**src/rtl/hft_pkg.sv**
```systemverilog
// Shared definitions for the order-entry message path: word geometry,
// recognised message type codes and the assembler state encoding.
package hft_pkg;

  localparam int REG_WIDTH = 32;
  localparam int NUM_REGS  = 9;

  localparam logic [7:0] MSG_ADD     = 8'h41;
  localparam logic [7:0] MSG_DELETE  = 8'h44;
  localparam logic [7:0] MSG_EXECUTE = 8'h45;

  typedef enum logic [1:0] {
    ST_COLLECT,
    ST_HOLD,
    ST_DISCARD
  } asm_state_t;

  function automatic logic is_valid_type(input logic [7:0] code);
    return (code == MSG_ADD) || (code == MSG_DELETE) || (code == MSG_EXECUTE);
  endfunction

endpackage

```
**src/rtl/msg_assembler.sv**
```systemverilog
// Collects a fixed-length stream of words into a register bank for the parser,
// holds the frame until the order book is free, and drops malformed frames.
module msg_assembler #(
  parameter int REG_WIDTH = hft_pkg::REG_WIDTH,
  parameter int NUM_REGS  = hft_pkg::NUM_REGS
) (
  input  logic                 i_clk,
  input  logic                 i_reset,
  input  logic                 i_word_valid,
  input  logic [REG_WIDTH-1:0] i_word,
  input  logic                 i_word_last,
  output logic                 o_word_ready,
  input  logic                 i_book_is_busy,
  output logic [REG_WIDTH-1:0] o_reg_0,
  output logic [REG_WIDTH-1:0] o_reg_1,
  output logic [REG_WIDTH-1:0] o_reg_2,
  output logic [REG_WIDTH-1:0] o_reg_3,
  output logic [REG_WIDTH-1:0] o_reg_4,
  output logic [REG_WIDTH-1:0] o_reg_5,
  output logic [REG_WIDTH-1:0] o_reg_6,
  output logic [REG_WIDTH-1:0] o_reg_7,
  output logic [REG_WIDTH-1:0] o_reg_8,
  output logic                 o_data_valid,
  output logic                 o_frame_error,
  output logic [15:0]          o_msg_count,
  output logic [15:0]          o_err_count
);

  import hft_pkg::*;

  // The output bank always exposes nine slots even if fewer words are used.
  localparam int         REG_SLOTS = (NUM_REGS > 9) ? NUM_REGS : 9;
  localparam logic [3:0] LAST_IDX  = 4'(NUM_REGS - 1);

  asm_state_t           state, state_next;
  logic [3:0]           idx, idx_next;
  logic [REG_WIDTH-1:0] regs [REG_SLOTS];
  logic                 accept, at_last, type_ok, err;

  assign o_word_ready = (state != ST_HOLD);
  assign accept       = i_word_valid & o_word_ready;
  assign o_data_valid = (state == ST_HOLD) & ~i_book_is_busy;
  assign at_last      = (idx == LAST_IDX);
  // Word 0 is judged live; later words rely on the already-captured word 0.
  assign type_ok      = is_valid_type((idx == 4'd0) ? i_word[7:0] : regs[0][7:0]);

  // NOTE: every output of this block gets a default first, so no path can
  // leave a signal unassigned and infer a latch.
  always_comb begin
    state_next = state;
    idx_next   = idx;
    err        = 1'b0;
    unique case (state)
      ST_COLLECT: begin
        if (accept) begin
          if (!type_ok) begin
            err        = 1'b1;
            idx_next   = 4'd0;
            state_next = i_word_last ? ST_COLLECT : ST_DISCARD;
          end else if (at_last) begin
            idx_next   = 4'd0;
            state_next = i_word_last ? ST_HOLD : ST_DISCARD;
            err        = ~i_word_last;
          end else if (i_word_last) begin
            err      = 1'b1;
            idx_next = 4'd0;
          end else begin
            idx_next = idx + 4'd1;
          end
        end
      end
      ST_HOLD: begin
        if (!i_book_is_busy) state_next = ST_COLLECT;
      end
      ST_DISCARD: begin
        idx_next = 4'd0;
        if (accept && i_word_last) state_next = ST_COLLECT;
      end
      default: begin
        state_next = ST_COLLECT;
        idx_next   = 4'd0;
      end
    endcase
  end

  // NOTE: sequential state uses non-blocking assignments so every register
  // samples pre-edge values regardless of statement order.
  always_ff @(posedge i_clk) begin
    if (i_reset) begin
      state         <= ST_COLLECT;
      idx           <= 4'd0;
      o_frame_error <= 1'b0;
      o_msg_count   <= 16'd0;
      o_err_count   <= 16'd0;
      // NOTE: the register bank is cleared on reset because its contents are
      // visible outputs; it is small flops, not a RAM macro.
      for (int i = 0; i < REG_SLOTS; i++) regs[i] <= '0;
    end else begin
      state         <= state_next;
      idx           <= idx_next;
      o_frame_error <= err;
      if (err && (o_err_count != 16'hFFFF)) o_err_count <= o_err_count + 16'd1;
      if (o_data_valid) o_msg_count <= o_msg_count + 16'd1;
      if ((state == ST_COLLECT) && accept) regs[idx] <= i_word;
    end
  end

  assign o_reg_0 = regs[0];
  assign o_reg_1 = regs[1];
  assign o_reg_2 = regs[2];
  assign o_reg_3 = regs[3];
  assign o_reg_4 = regs[4];
  assign o_reg_5 = regs[5];
  assign o_reg_6 = regs[6];
  assign o_reg_7 = regs[7];
  assign o_reg_8 = regs[8];

endmodule

```
**config.mk**
```make
export PLATFORM = sky130hd
export DESIGN_NAME = msg_assembler
export DESIGN_NICKNAME = d
export VERILOG_FILES = /design/src/rtl/hft_pkg.sv /design/src/rtl/msg_assembler.sv
export SDC_FILE = /design/constraint.sdc
export NUM_CORES = 1
export LEC_CHECK = 0
export BUFFER_PORTS_ARGS = -buffer_cell sky130_fd_sc_hd__buf_2
export CAP_MARGIN = 15
export CORE_ASPECT_RATIO = 1.25
export CORE_MARGIN = 2
export CORE_UTILIZATION = 25
export DETAILED_ROUTE_END_ITERATION = 7
export PLACE_DENSITY = 0.47
export REMOVE_ABC_BUFFERS = 1
export SLEW_MARGIN = 20
export SYNTH_ARGS = -nofsm -noshare
export SYNTH_HDL_FRONTEND = slang
export SYNTH_SLANG_ARGS = --single-unit
```
**constraint.sdc**
```tcl
create_clock -name i_clk -period 10.5 [get_ports i_clk]
set_clock_uncertainty 0.05 [all_clocks]
set_input_delay 1.05 -clock i_clk [delete_from_list [all_inputs] [get_ports i_clk]]
set_output_delay 1.05 -clock i_clk [all_outputs]
set_load 0.05 [all_outputs]
```
==> results of run 1 <==
[metrics by stage]
stage          area [µm²]  total power [mW]  utilization [%]
4_1_cts             16400              3.11             32.6
5_1_grt             16500              3.18             32.6
3_5_place_dp        15300              1.83             30.2
2_1_floorplan       12500              1.71                -
6_report            16500              3.07             32.6
3_3_place_gp        15300              1.83             30.2
[logic make-up after synthesis]
family	after synthesis
and+or+nand+nor	405
DFF	327
buffers and inverters	70
AOI/OAI and AO/OA	52
xor gates and xnor gates	16
adders and majority gates	6
muxes	4
[registers in the layout (all words and copies together) (netlist names)]
| signal | count |
|---|---|
| idx | 4 |
| o_err_count | 16 |
| o_frame_error | 1 |
| o_msg_count | 16 |
| regs | 288 |
| state | 2 |
[path summary, 6_finish.rpt]
kind / start / slack [ns] / to / depth (start not counted)
worst min-delay path: o_msg_count[9] / 0.45 / o_msg_count[9] / 2
worst max register to register: state[1] / 7.11 / regs[1][22] / 5
worst max-delay path: i_word_valid / 7.02 / regs[1][22] / 5
worst min register to register: o_msg_count[9] / 0.45 / o_msg_count[9] / 2
[cells in the final DEF, fill, tap and decap left out, types with 10 or more instances in the layout]
cell and n:
buf_2 359, edfxtp_1 288, and3_1 195, and2_1 99, clkbuf_16 39, dfxtp_1 39
nor2_1 25, a21oi_1 17, nand3_1 16, clkbuf_1 14, nand2_1 12, or4_1 12
o31ai_1 11, xnor2_1 10
[worst min-delay path: stages, from the launching register on]
cell,delay [ns]
dfxtp_1,0.32
o21ai_0,0.07
a21oi_1,0.06
[cell usage after synthesis, drive strengths merged]
library cell,instances,area (µm²)
edfxtp,288,8650
and3,195,1220
and2,100,626
clkbuf,54,203
dfxtp,39,781
nor2,26,97.6
a21oi,17,85.1
nand3,16,80.1
nand2,12,45.0
or4,12,90.1
o31ai,11,82.6
nor3,10,55.1
xnor2,10,87.6
inv,9,33.8
o21ai,9,48.8
buf,7,46.3
a21o,6,45.0
ha,6,75.1
nand4,6,37.5
xor2,6,52.6
nor4,5,37.5
or3,4,25.0
and4,3,26.3
nand2b,3,18.8
or4b,3,33.8
a21boi,2,18.8
mux2,2,30.0
mux2i,2,20.0
nor2b,2,12.5
nor3b,2,15.0
o211ai,2,15.0
or2,2,12.5
a221oi,1,8.76
a2bb2oi,1,8.76
a31oi,1,6.26
nand3b,1,7.51
nor4b,1,8.76
nor4bb,1,10.0
o2111ai,1,8.76
o211a,1,10.0
or3b,1,8.76
[where the power goes]
| group | internal (mW) | total [mW] | switching [mW] |
|---|---|---|---|
| clock network | 0.747 | 1.27 | 0.522 |
| logic | 0.0476 | 0.315 | 0.267 |
| registers | 1.46 | 1.48 | 0.0216 |
| total | 2.26 | 3.07 | 0.811 |
[metal layers]
layer / vias up / share of wire [%] / track usage [%]
met4: 8 / 3.4 / 5.50
met2: 314 / 50 / 25.9
met1: 4210 / 40 / 18.6
li1: 3978 / - / -
met5: - / 0.083 / 0
met3: 81 / 6.7 / 3.83
[area by class of cell]
| type | count | area (µm²) |
|---|---|---|
| antenna | 2 | 5.00 |
| fill | 5064 | 34100 |
| inverter | 9 | 33.8 |
| clock buffer | 55 | 1060 |
| timing repair buffer | 368 | 1860 |
| tap | 658 | 823 |
| multi-input combinational | 483 | 3140 |
| clock inverter | 12 | 114 |
| sequential | 327 | 9430 |
==> summary.txt, run 1 <==
Clocking
  • H-tree depth: 2
  • Clk Latency, worst-skew pair: between 0.5 and 0.6 ns
  • CTS buffer count: 37
  • CTS tree: built
  • CTS sink cnt: between 300 and 400
  • Hold buffers post-CTS: 0
  • Clk slew on worst S/H paths: approximately 0.060 ns
  • CTS root buffer: clkbuf_16
  • Post-CTS Setup Inserts: 0
  • Clk buf depth: 3
  • Cts repair resizes: 0

Timing
  • Final hold violations: 0
  • Worst slew margin: a little under 30%
  • Crit share post-route: approximately a third
  • Fin crit period: around 3.5 ns
  • Fmax: between 0.2 and 0.3 GHz
  • Fin. max-slew vios: 0
  • Tightest hold margin: 0.448 ns
  • Slew at the pin with the worst max-slew slack: between 1 and 1.5 ns
  • Slack of the critical path: about 7.0 ns
  • RSZ-0062 raised after global routing: no
  • Fin Setup TNS: 0 ns
  • Final setup viols: 0

Power
  • VDD IR-drop max: between 0.0001 and 0.00015 V
  • Leak: around 7.3 nW
  • Power Density: 186 nW/µm²

Floorplan
  • Ports: 360
  • Die Ht: 257 µm
  • Die area: about 53,000 µm²
  • Initial core utilization: between 20% and 30%
  • Die W: 206 µm
  • FP Rows: between 90 and 100
  • CORE AREA: 50,500 µm²

GRT
  • Total Routing Usage GR: roughly 15%
  • First-pass GRT wire length: 59.2 mm
  • Antenna violations before repair: 5
  • Vias in the first global route: ~8,600
  • Grt total ovfl: 0
  • Largest net degree at the start of global routing: 100

Yosys
  • Gate Count Post-Synth: slightly below 900
  • Synth Area in Simple Gates: between 10% and 20%
  • Largest family of logic cells by synthesized area: simple AND/OR/NAND/NOR gates
  • Mux cell area share after synthesis: less than 1%
  • Synth warnings: 0
  • Sequential cell area fraction in the yosys report: ~74%
  • Post-synth cell types: 50
  • Synth Area in Adders: less than 1%
  • XOR/XNOR Fraction of Synth Area: under 10%
  • #FFs+latches synth: approximately 330
  • Complex-gate fraction of the synthesized area: under 10%
  • Synth Area per Inst: approximately 15 µm²
  • Post-synthesis cell area: 12,800 µm²

Place
  • Placed insts: 1,845
  • Routability Congestion: 0.797
  • I/O Buffers: approximately 360
  • Half-perimeter wire length after placement: between 20 and 30 mm
  • Pre-CTS setup slack: 6.40 ns

Worst setup path
  • Critical path data required time: between 10 and 15 ns
  • CP Class: in -> reg
  • Worst setup EP type: register
  • Arrival @ worst endpoint: 3.58 ns
  • CP max stage delay: 0.95 ns
  • Cell Chain, Critical Path: buf_2, nand2_1, nor4_4, buf_4, a21o_2
  • CP Launch Type: input pin
  • Crit path max-delay family: compound AO/OA/AOI/OAI gates
  • Slowest cell on crit path: a21o_2
  • Crit path buf inv count: 2
  • Worst-path maximum fanout: 99

Detailed routing
  • Routed vias/inst: 4.49
  • Vias post-DR: around 8,600
  • Pre-Repair DR Iteration Count: 5
  • Total Wirelength: 41.2 mm
  • Drt wl/cell: 21.5 µm
  • DRT iter0 DRCs: between 400 and 500
  • DRC viols: 0
  • Post-route antenna net violation count: 0

Min path
  • Hold crit path type: reg -> reg

Finish
  • Nets: between 1,000 and 1,500
  • P&R area growth vs syn: 28.8%
  • Finished Layout Cells: roughly 1,900
  • Share of layout cells above drive strength 1: a little over a third

Status
  • Status: finished clean

Flow run
  • Number of max-cap violations: 0
Power figures use the tool's default switching activity.
==> run 2, diff against run 1 <==
==> constraint.sdc (replaced) <==
create_clock -name i_clk -period 3.64 [get_ports i_clk]
set_clock_uncertainty 0.05 [all_clocks]
set_input_delay 0.364 -clock i_clk [delete_from_list [all_inputs] [get_ports i_clk]]
set_output_delay 0.364 -clock i_clk [all_outputs]
set_load 0.05 [all_outputs]
==> run 2 against run 1 <==
Effect of this change: critical path depth up 3; register-to-register slack worse by 6.2 ns; cell area up 0.40%; setup slack worse by 6.1 ns; die area unchanged; worst hold slack worse by 0.39 ns; sequential power rose to 2.9 times the previous value; clock-buffer cell count down 10; sequential share of layout area down 0.23 points; utilization up 0.13 points; first-iteration DRC count down 2.6%; critical path type is now reg -> reg; largest power group unchanged.
==> summary.txt, run 2 (same netlist as run 1, synthesis figures left out) <==
Timing
  • Fin. max-slew vios: 0
  • Crit share post-route: 74.5%
  • Fin crit period: ~2.7 ns
  • Worst slew margin: between 30% and 40%
  • RSZ-0062 raised after global routing: no
  • Tightest hold margin: roughly 0.054 ns
  • Fin Setup TNS: 0 ns
  • Final setup viols: 0
  • Final hold violations: 0
  • Fmax: between 0.3 and 0.4 GHz
  • Slew at the pin with the worst max-slew slack: about 0.95 ns

Worst setup path
  • Arrival @ worst endpoint: around 3.1 ns
  • Slowest cell on crit path: or4b_4
  • Crit path max-delay family: simple AND/OR/NAND/NOR gates
  • Worst setup EP type: register
  • Critical path data required time: just under 4 ns
  • Worst-path maximum fanout: 16
  • Cell Chain, Critical Path: inv_1, ha_1, nor3b_1, or4b_4, a21boi_2, buf_4, or3b_2, a21oi_1
  • FF-to-FF Start: idx[0]
  • Internal reg-to-reg setup slack: slightly above 0.9 ns
  • CP Class: reg -> reg
  • FF-to-FF path depth: 8
  • CP Launch Type: register
  • Crit path buf inv count: 2
  • CP max stage delay: around 0.56 ns
  • Worst r2r dst: o_err_count[1]

Floorplan
  • CORE AREA: approximately 51,000 µm²
  • FP Rows: 92
  • Initial core utilization: 25.3%
  • Die Ht: around 260 µm
  • Ports: between 300 and 400
  • Die area: approximately 53,000 µm²
  • Die W: a little over 200 µm

GRT
  • Antenna violations before repair: 0
  • First-pass GRT wire length: 61.4 mm
  • Grt total ovfl: 0
  • Vias in the first global route: a little under 9,000
  • Total Routing Usage GR: between 10% and 20%
  • Largest net degree at the start of global routing: 74

Detailed routing
  • DRC viols: 0
  • Routed wl met3: ~3.1 mm
  • Post-route antenna net violation count: 0
  • Top Layer Used: met4
  • Routed wl met2: about 21 mm
  • Metal-1 WL: 17.3 mm
  • Pre-Repair DR Iteration Count: 4
  • DRT iter0 DRCs: between 400 and 500
  • Routed vias/inst: between 4 and 5
  • Total Wirelength: about 43 mm
  • Vias post-DR: 8,705
  • Drt wl/cell: roughly 22 µm

Place
  • Placed Instance Area: ~15,000 µm²
  • Placed insts: between 1,500 and 2,000
  • I/O Buffers: between 300 and 400
  • Routability Congestion: approximately 0.76
  • Half-perimeter wire length after placement: about 28 mm

Status
  • Status: finished clean

Finish
  • Finished Layout Cells: 1,928
  • Nets: ~1,300
  • Largest regs: regs: 288 flops, o_err_count: 16 flops, o_msg_count: 16 flops
  • P&R area growth vs syn: 29.3%
  • Max FFs per register: between 200 and 300
  • Fillers: 5,012
  • Share of layout cells above drive strength 1: a little over a third
  • Most flops, register: regs
  • Most frequent cells in the layout: buf_2, edfxtp_1, and3_1, and2_1, dfxtp_1
  • Fin area: around 17,000 µm²
  • Commonest non-fill, non-tap cell in the layout: buf_2

Clocking
  • H-tree depth: 2
  • Clk slew on worst S/H paths: 0.06 ns
  • CTS root buffer: clkbuf_16
  • Clk buf depth: 3
  • CTS tree: built
  • Hold buffers post-CTS: 1
  • Cts repair resizes: 0
  • Clk Latency, worst-skew pair: about 0.52 ns
  • Post-CTS Setup Inserts: 0
  • CTS buffer count: 36
  • CTS sink cnt: around 330

Power
  • Power Density: about 520 nW/µm²
  • Total power: ~8.7 mW
  • VDD IR-drop max: roughly 0.00028 V
  • Leak: approximately 7.4 nW

Min path
  • Hold depth: 2
  • Min-delay src: i_word_valid
  • WHS Endpoint: state[1]
  • Hold crit path type: in -> reg

Flow run
  • Number of max-cap violations: 0
## run 2: changes by cell type in the layout (fill, tap and decap cells not counted), moves of 2 or more
cell	before	now
clkbuf_8	2	0
buf_4	9	23
clkinv_4	2	0
clkbuf_1	14	8
clkinv_2	1	7
diode_2	2	5
buf_12	0	2
clkbuf_16	39	37
## run 2: through the flow
step / utilization (%) / setup slack (ns)
floorplan: - / -1.18
global placement: 30.5 / 0.824
detailed placement: 30.5 / 0.712
CTS: 32.7 / 0.909
global route: 32.7 / 0.751
finish: 32.7 / 0.928
## run 2: worst max path at each step
stage | depth (start not counted) | slack (ns) | startpoint | to
after floorplan | 4 | -1.18 | state[1] | regs[1][0]
after global placement | 6 | 0.82 | i_reset | regs[8][25]
after detailed placement | 6 | 0.71 | i_reset | regs[8][25]
after CTS | 6 | 0.91 | state[1] | regs[8][25]
after global routing | 8 | 0.75 | idx[0] | o_err_count[1]
final | 8 | 0.93 | idx[0] | o_err_count[1]
## run 2: layout make-up
class	instances	area, µm²	area share [%]
Clock buffer	45	956	5.78
Clock inverter	16	125	0.757
Multi-Input combinational cell	483	3130	18.9
Timing Repair Buffer	385	2020	12.2
Antenna cell	5	12.5	0.0757
Sequential cell	327	9430	57.0
Tap cell	658	823	4.98
Inverter	9	33.8	0.204
## run 2: power breakdown
part	switching, mW	internal [mW]	total (mW)
Combinational	0.801	0.153	0.953
Clock	1.47	2.00	3.46
Sequential	0.0488	4.21	4.26
Total	2.32	6.36	8.68
## run 2: worst reg2reg max path, delay by kind of cell (launching register included)
kind                     cells  cell delay [ns]
AND/OR/NAND/NOR              3             0.87
AO/OA/AOI/OAI                2             0.60
buffers and inverters        2             0.43
flip-flops                   1             0.38
adder cells (fa/ha/maj)      1             0.25
## run 2: metal layers
layer,track usage [%],vias to the layer above
li1,-,4003
met1,19.5,4332
met2,27.5,309
met3,4.03,61
met4,4.96,0
met5,0,-
